==> src/rtl/simple_reg_slv_pkg.sv <==
// Shared constants and read-pipeline stage type for simple_if register slaves.
// No logic; sizing helpers only.
package simple_reg_slv_pkg;

  localparam int MAX_RD_LAT         = 8;
  localparam int DEF_DATA_BIT_WIDTH = 8;

  function automatic int unsigned calc_num_regs(input int unsigned addr_bit_width);
    return 32'd1 << addr_bit_width;
  endfunction

  // One read-pipeline stage at the default data width.
  typedef struct packed {
    logic                          vld;
    logic [DEF_DATA_BIT_WIDTH-1:0] dat;
  } rd_stage_t;

endpackage

==> src/rtl/simple_if.sv <==
// Single-cycle address/data bus: one shared address, read request, write request.
// Read results return on rd_data_vld/rd_data; there is no back-pressure.
interface simple_if #(
  parameter int ADDR_BIT_WIDTH = 2,
  parameter int DATA_BIT_WIDTH = 8
);
  logic [ADDR_BIT_WIDTH-1:0] addr;
  logic                      rd_req;
  logic                      wr_req;
  logic [DATA_BIT_WIDTH-1:0] wr_data;
  logic                      rd_data_vld;
  logic [DATA_BIT_WIDTH-1:0] rd_data;

  modport mst_port (output addr, rd_req, wr_req, wr_data, input  rd_data_vld, rd_data);
  modport slv_port (input  addr, rd_req, wr_req, wr_data, output rd_data_vld, rd_data);
endinterface

==> src/rtl/simple_reg_slv_rd_dly.sv <==
// LAT-stage valid+data delay line; latency LAT cycles, full throughput.
// No back-pressure: a valid enters every cycle it is offered; data holds while no valid passes.
module simple_reg_slv_rd_dly
  import simple_reg_slv_pkg::*;
#(
  parameter int LAT    = 1,
  parameter int DATA_W = DEF_DATA_BIT_WIDTH
) (
  input  logic              i_clk,
  input  logic              i_arst_n,
  input  logic              req_vld,
  input  logic [DATA_W-1:0] req_dat,
  output logic              rsp_vld,
  output logic [DATA_W-1:0] rsp_dat
);

  typedef struct packed {
    logic              vld;
    logic [DATA_W-1:0] dat;
  } stage_t;

  generate
    if (LAT < 1 || LAT > MAX_RD_LAT) begin : g_bad_lat
      $error("simple_reg_slv_rd_dly: LAT must be 1..%0d", MAX_RD_LAT);
    end
  endgenerate

  stage_t stg_q [LAT];

  // Data only advances alongside a valid, so the output word is stable between results.
  always_ff @(posedge i_clk or negedge i_arst_n) begin
    if (!i_arst_n) begin
      for (int i = 0; i < LAT; i++) stg_q[i] <= '0;
    end else begin
      stg_q[0].vld <= req_vld;
      if (req_vld) stg_q[0].dat <= req_dat;
      for (int i = 1; i < LAT; i++) begin
        stg_q[i].vld <= stg_q[i-1].vld;
        if (stg_q[i-1].vld) stg_q[i].dat <= stg_q[i-1].dat;
      end
    end
  end

  assign rsp_vld = stg_q[LAT-1].vld;
  assign rsp_dat = stg_q[LAT-1].dat;

endmodule

==> src/rtl/simple_reg_slv.sv <==
// simple_if register-bank slave, 2^ADDR_BIT_WIDTH words; reads return after RD_LAT cycles, no back-pressure.
// Optional SIMPLE_REG_SLV_WR_CNT_EN turns the top address into a read-only saturating write counter.
module simple_reg_slv
  import simple_reg_slv_pkg::*;
#(
  parameter int                        ADDR_BIT_WIDTH = 2,
  parameter int                        DATA_BIT_WIDTH = 8,
  parameter int                        RD_LAT         = 1,
  parameter logic [DATA_BIT_WIDTH-1:0] RST_VAL        = '0
) (
  input  logic i_clk,
  input  logic i_arst_n,
  simple_if.slv_port if_s,
  output logic [calc_num_regs(ADDR_BIT_WIDTH)*DATA_BIT_WIDTH-1:0] o_regs
);

  localparam int unsigned NUM_REGS = calc_num_regs(ADDR_BIT_WIDTH);

  logic [DATA_BIT_WIDTH-1:0] reg_q [NUM_REGS];
  logic [DATA_BIT_WIDTH-1:0] view  [NUM_REGS];
  logic                      rsp_vld;
  logic [DATA_BIT_WIDTH-1:0] rsp_dat;

`ifdef SIMPLE_REG_SLV_WR_CNT_EN
  localparam logic [ADDR_BIT_WIDTH-1:0] CNT_ADDR = ADDR_BIT_WIDTH'(NUM_REGS - 1);

  logic                      wr_acc;
  logic [DATA_BIT_WIDTH-1:0] wr_cnt_q;

  assign wr_acc = if_s.wr_req && (if_s.addr != CNT_ADDR);

  always_ff @(posedge i_clk or negedge i_arst_n) begin
    if (!i_arst_n) begin
      for (int i = 0; i < int'(NUM_REGS); i++) reg_q[i] <= RST_VAL;
    end else if (wr_acc) begin
      reg_q[if_s.addr] <= if_s.wr_data;
    end
  end

  always_ff @(posedge i_clk or negedge i_arst_n) begin
    if (!i_arst_n) begin
      wr_cnt_q <= '0;
    end else if (wr_acc && (wr_cnt_q != '1)) begin
      wr_cnt_q <= wr_cnt_q + DATA_BIT_WIDTH'(1);
    end
  end

  // The counter replaces the top register in both the read path and o_regs.
  always_comb begin
    view                 = reg_q;
    view[NUM_REGS-1]     = wr_cnt_q;
  end
`else
  always_ff @(posedge i_clk or negedge i_arst_n) begin
    if (!i_arst_n) begin
      for (int i = 0; i < int'(NUM_REGS); i++) reg_q[i] <= RST_VAL;
    end else if (if_s.wr_req) begin
      reg_q[if_s.addr] <= if_s.wr_data;
    end
  end

  always_comb view = reg_q;
`endif

  // Reads sample the pre-edge register value, giving read-before-write on a shared address.
  simple_reg_slv_rd_dly #(
    .LAT    (RD_LAT),
    .DATA_W (DATA_BIT_WIDTH)
  ) u_rd_dly (
    .i_clk    (i_clk),
    .i_arst_n (i_arst_n),
    .req_vld  (if_s.rd_req),
    .req_dat  (view[if_s.addr]),
    .rsp_vld  (rsp_vld),
    .rsp_dat  (rsp_dat)
  );

  assign if_s.rd_data_vld = rsp_vld;
  assign if_s.rd_data     = rsp_dat;

  generate
    for (genvar k = 0; k < int'(NUM_REGS); k++) begin : g_oregs
      assign o_regs[k*DATA_BIT_WIDTH +: DATA_BIT_WIDTH] = view[k];
    end
  endgenerate

endmodule

==> src/flat_wrapper.sv <==
// flat-port wrapper written by rule: the top's interface ports become plain ports
module simple_reg_slv_flat import simple_reg_slv_pkg::*;
#(
  parameter int                        ADDR_BIT_WIDTH = 2,
  parameter int                        DATA_BIT_WIDTH = 8,
  parameter int                        RD_LAT         = 1,
  parameter logic [DATA_BIT_WIDTH-1:0] RST_VAL        = '0
)
  (i_clk, i_arst_n, o_regs, if_s_addr, if_s_rd_req, if_s_wr_req, if_s_wr_data, if_s_rd_data_vld, if_s_rd_data);
  simple_if #(.ADDR_BIT_WIDTH(ADDR_BIT_WIDTH), .DATA_BIT_WIDTH(DATA_BIT_WIDTH)) if_s_i ();
  input  logic i_clk;
  input  logic i_arst_n;
  output logic [calc_num_regs(ADDR_BIT_WIDTH)*DATA_BIT_WIDTH-1:0] o_regs;
  input wire logic [$bits(if_s_i.addr)-1:0] if_s_addr;
  input wire logic [$bits(if_s_i.rd_req)-1:0] if_s_rd_req;
  input wire logic [$bits(if_s_i.wr_req)-1:0] if_s_wr_req;
  input wire logic [$bits(if_s_i.wr_data)-1:0] if_s_wr_data;
  output wire logic [$bits(if_s_i.rd_data_vld)-1:0] if_s_rd_data_vld;
  output wire logic [$bits(if_s_i.rd_data)-1:0] if_s_rd_data;
  assign if_s_i.addr = if_s_addr;
  assign if_s_i.rd_req = if_s_rd_req;
  assign if_s_i.wr_req = if_s_wr_req;
  assign if_s_i.wr_data = if_s_wr_data;
  assign if_s_rd_data_vld = if_s_i.rd_data_vld;
  assign if_s_rd_data = if_s_i.rd_data;
  simple_reg_slv #(.ADDR_BIT_WIDTH(ADDR_BIT_WIDTH), .DATA_BIT_WIDTH(DATA_BIT_WIDTH), .RD_LAT(RD_LAT), .RST_VAL(RST_VAL)) u_core (.i_clk(i_clk), .i_arst_n(i_arst_n), .if_s(if_s_i), .o_regs(o_regs));
endmodule
==> config.mk <==
export PLATFORM = sky130hd
export DESIGN_NAME = simple_reg_slv_flat
export DESIGN_NICKNAME = d
export VERILOG_FILES = /design/src/rtl/simple_reg_slv_pkg.sv /design/src/rtl/simple_if.sv /design/src/rtl/simple_reg_slv_rd_dly.sv /design/src/rtl/simple_reg_slv.sv /design/src/flat_wrapper.sv
export SDC_FILE = /design/constraint.sdc
export NUM_CORES = 1
export LEC_CHECK = 0
export CORE_MARGIN = 1.5
export CORE_UTILIZATION = 40
export DETAILED_ROUTE_END_ITERATION = 8
export PLACE_DENSITY = 0.79
export RECOVER_POWER = 50
export SYNTH_ARGS = -nofsm -noshare
export SYNTH_HDL_FRONTEND = slang
export SYNTH_HIERARCHICAL = 1
export SYNTH_SLANG_ARGS = --single-unit
export TNS_END_PERCENT = 30
==> constraint.sdc <==
create_clock -name i_clk -period 1.97 [get_ports i_clk]
set_clock_uncertainty 0.2 [all_clocks]
set_input_delay 0.2955 -clock i_clk [delete_from_list [all_inputs] [get_ports i_clk]]
set_output_delay 0.2955 -clock i_clk [all_outputs]
set_load 0.01 [all_outputs]
* Yosys cells after proc, flatten, opt, wreduce, memory -nomap -nowiden *
Index checks and enable logic that the tools add are counted.

storage, ports and cells
  input port bits = 14
  bits in registers = 41

operators by class
  magnitude comparators = 2
  reduce and logical (&&, ||, !) cells = 1
  muxes and demuxes = 6
  bitwise operators = 1

operators with widths
  kind                                                                          count
  32-bit bitwise mux                                                            1
  8-bit 2-to-1 mux                                                              3
  8-bit binary-select mux with 2-bit select                                     1
  8-bit demux with 2-bit select                                                 1
  3-bit greater-or-equal comparator, second input constant                      1
  3-bit by 1-bit less-than comparator with 1-bit output, second input constant  1
  2-bit NOT with 3-bit output                                                   1
  1-bit logical AND                                                             1

* Longest topological paths before layout *
  depth in word-level cells = 6
  gate-level depth with buffers = 3
  mapped depth without buffers = 2

* Cells and area by module *
Netlist, hierarchy kept.

by module, submodules not included
  module                 area an instance (um2)  times used  cells an instance
  simple_reg_slv         1422.6                  1           78
  simple_reg_slv_rd_dly  356.6                   1           18

* Worst setup path before layout *
OpenSTA, ideal clock, no wires.

  path kind = input -> register
  start = input if_s_addr[0]
  end = register u_core.u_rd_dly.stg_q (netlist bit u_core/u_rd_dly/rsp_dat[1])
  library setup time = 0.125 ns
  path buffers = 1
  setup slack = 0.415 ns
  data arrival time = 1.230 ns
  stages on the path = 3
  cells stage by stage = buf_6 mux4_1 mux2_4

between the ends
  cells in the longest elaborated chain, start to end = 4

RTL lines
  item                                                 line                         source
  start, declared                                      flat_wrapper.sv:14           input wire logic [$bits(if_s_i.addr)-1:0] if_s_addr;
  2-bit NOT with 3-bit output (implied by the code)    simple_reg_slv.sv:73         .req_dat (view[if_s.addr]),
  8-bit binary-select mux with 2-bit select            simple_reg_slv.sv:73
  8-bit 2-to-1 mux (implied by the code) (2 in a row)  simple_reg_slv.sv:73
  end, declared                                        simple_reg_slv_rd_dly.sv:28  stage_t stg_q [LAT];

Every way passes these cells. The select of a mux whose other input is x is not followed.
A chain may end at the register's enable or synchronous reset.

* Final worst setup path *
  start = input if_s_addr[0]
  end = register u_core.reg_q (netlist bit u_core/o_regs[20])

between the ends
  cells in the longest elaborated chain, start to end = 6
  elaborated cells on any way between the ends = 7
  classes of those cells = order compare (2); mux (3); bitwise (1); reduce/logical (1)

RTL lines
  item                                                                                                                                     line                  source
  2-bit NOT with 3-bit output (implied by the code) *                                                                                      simple_reg_slv.sv:58  reg_q[if_s.addr] <= if_s.wr_data;
  3-bit greater-or-equal comparator (implied by the code) / 3-bit by 1-bit less-than comparator with 1-bit output (equally long branches)  simple_reg_slv.sv:58
  1-bit logical AND (implied by the code)                                                                                                  simple_reg_slv.sv:58
  8-bit 2-to-1 mux (implied by the code)                                                                                                   simple_reg_slv.sv:58
  8-bit demux with 2-bit select *                                                                                                          simple_reg_slv.sv:58
  32-bit bitwise mux *                                                                                                                     simple_reg_slv.sv:58
  end signal, assigned by index                                                                                                            simple_reg_slv.sv:58
  end, declared                                                                                                                            simple_reg_slv.sv:19  logic [DATA_BIT_WIDTH-1:0] reg_q [NUM_REGS];

Mark *: on every way between the ends. The rest lies on a longest branch, timed or not.

==> flow_summary.json <==
{
  "syn_area_per_cell_sq_um": 18.53,
  "netlist_instances": 96,
  "drive_gt1_share_pct": 38.41,
  "clkTransAtPathRegs_ns": 0.07,
  "fp.coreArea_sq_um": 4324,
  "grt.total_usage_pct": 17.35,
  "syn_area_sq_um": 1779,
  "ys_seq_elements": 41,
  "min-delay-start": "u_core/u_rd_dly/rsp_dat[4]$_DFFE_PN0P_",
  "cp-end-kind": "register",
  "dr.pass1.iters": 4,
  "htreeDepth": 2,
  "io_buffers": 54,
  "start_util_pct": 41.15,
  "cp.arrival_ns": 1.79,
  "drt-initial-drc-count": 66,
  "overflow": 0,
  "final_area_sq_um": 2505,
  "yosysSeqAreaShare_pct": 57.67,
  "instances_no_fill": 216,
  "preCtsSetupSlack_ns": -0.1488,
  "routabilityCongestion": 0.7148,
  "crit_required_ns": 1.94,
  "fin_crit_ns": 1.828,
  "grt_pass1_wl_mm": 6.396,
  "fmax_mhz": 547.0,
  "final_nets": 177,
  "final_common_cell": "clkdlybuf4s50_1",
  "drv_slew": 0,
  "grt_setup_unrepaired": "false",
  "ctsResizeCount": 0,
  "critPathLaunchType": "input port",
  "crit_start": "if_s_addr[0]",
  "io_pins": 55,
  "hpwl_mm": 2.809,
  "vias_per_cell": 5.162,
  "slew-limit-headroom_pct": 53.86,
  "p_per_area_nw_per_um2": 976.3,
  "rows": 24,
  "hold_viol": 0,
  "dp.cells": 207,
  "fp.dieH_um": 69.70,
  "ctsHoldBuffers": 1,
  "ys_types": 10,
  "totalNegativeSetupSlack_ns": 0,
  "antenna_found_initial": 0,
  "dieWidth_um": 69.70,
  "fin_ws_ns": 0.1417,
  "dieArea_sq_um": 4857,
  "fin_crit_sh_pct": 92.81,
  "regToRegStartpoint": "u_core/o_regs[15]$_DFFE_PN0P_",
  "cts_tree": "yes",
  "cts_sinks": 41,
  "status": "complete, no violations",
  "post_cts_buffers": 0,
  "setup_violations": 0,
  "diodes": 0,
  "critPathMaxFanout": 8,
  "cts_max_path_buffers": 2,
  "worstHoldPathCells": 1,
  "rrSetupSlack_ns": 0.49,
  "hold_path_class": "reg2reg",
  "syn_to_final_growth_pct": 40.79,
  "crit_type": "in2reg",
  "avgRoutedWirePerCell_um": 18.16,
  "drcViolationCount": 0,
  "vias": 1115,
  "grt_pass1_vias": 1224,
  "drv_cap": 0,
  "ant_nets": 0,
  "clock_latency_ns": 0.28,
  "holdWs_ns": 0.3032,
  "rr_worst_depth": 2,
  "cts_root_buf": "clkbuf_8",
  "irDropWorstVdd_mv": 0.5500,
  "holdPathEnd": "u_core/u_rd_dly/rsp_dat[4]$_DFFE_PN0P_",
  "wl_mm": 3.923,
  "grt_max_degree": 23,
  "r2r_end": "u_core/u_rd_dly/rsp_dat[7]$_DFFE_PN0P_",
  "p_leak_nw": 1.069,
  "ys_warn_count": 6,
  "cts-buffers-inserted": 5,
  "worst_slew_pin_slew_ns": 0.6921,
  "layout_common_cells": "clkdlybuf4s50_1, dfrtp_1, mux2_2, dlygate4sd3_1, mux2_4",
  "syn_nets": 110,
  "postPlaceCellArea_sq_um": 2435
}
-- cells in the mapped netlist --
| cell type | number | share of area, % |
|---|---|---|
| mux2_4 | 8 | 6.8 |
| mux4_2 | 5 | 6.3 |
| buf_4 | 1 | 0.42 |
| nand3_2 | 1 | 0.56 |
| nor3b_4 | 1 | 1.1 |
| dfrtp_1 | 41 | 58 |
| mux2_2 | 32 | 20 |
| buf_6 | 2 | 1.3 |
| nand3b_2 | 2 | 1.3 |
| mux4_1 | 3 | 4.4 |
-- final cells by class --
| cell class | instances | area [sq um] |
|---|---|---|
| fill | 345 | 1819 |
| sequential | 41 | 1026 |
| multi-input combinational | 52 | 719.4 |
| timing repair buffer | 63 | 611.8 |
| clock buffer | 6 | 72.57 |
| tap | 52 | 65.06 |
| clock inverter | 2 | 10.01 |
-- power by group --
part           internal (mW)  switching [mW]  leakage, nW  total (mW)
Clock                  0.245           0.270       0.0450       0.516
Combinational          0.521           0.269        0.539       0.789
Sequential              1.02           0.125        0.485        1.14
Total                   1.78           0.664         1.07        2.45
-- state kept, by name, indices dropped and copies added (netlist names) --
name / count
u_core/u_rd_dly/rsp_vld: 1
u_core/u_rd_dly/rsp_dat: 8
u_core/o_regs: 32
-- worst max path at each step --
stage          slack [ns]                                endpoint
3_5_place_dp        -0.15  u_core/u_rd_dly/rsp_dat[3]$_DFFE_PN0P_
3_3_place_gp         -0.1  u_core/u_rd_dly/rsp_dat[1]$_DFFE_PN0P_
6_report             0.14           u_core/o_regs[20]$_DFFE_PN0P_
4_1_cts              0.16  u_core/u_rd_dly/rsp_dat[1]$_DFFE_PN0P_
5_1_grt              0.13           u_core/o_regs[20]$_DFFE_PN0P_
2_1_floorplan        0.42  u_core/u_rd_dly/rsp_dat[1]$_DFFE_PN0P_
-- kinds of logic (layout without fill, tap and decap cells) --
| logic type | after synthesis | count (layout) | share of synthesized area, % |
|---|---|---|---|
| simple gates | 4 | 4 | 2.883 |
| buf+inv | 3 | 71 | 1.688 |
| mux | 48 | 48 | 37.76 |
| flops | 41 | 41 | 57.67 |
-- through the flow --
stage	total power [mW]	utilization, %
finish	2.446	57.93
global route	2.579	57.93
CTS	2.498	58.45
detailed placement	1.974	56.31
global placement	1.946	56.31
floorplan	1.489	-
-- layer usage --
metal,share of wire [%],GRT usage [%]
met5,0,0
met3,4.8,5.814
met2,50,28.21
met1,44,22.03
met4,1.0,5.556
-- critical path: stages --
cell and delay (ns):
clkdlybuf4s50_1 0.43, buf_4 0.18, nand3b_1 0.45, mux2_2 0.42
Note: power is estimated with default switching activity, not from simulation.
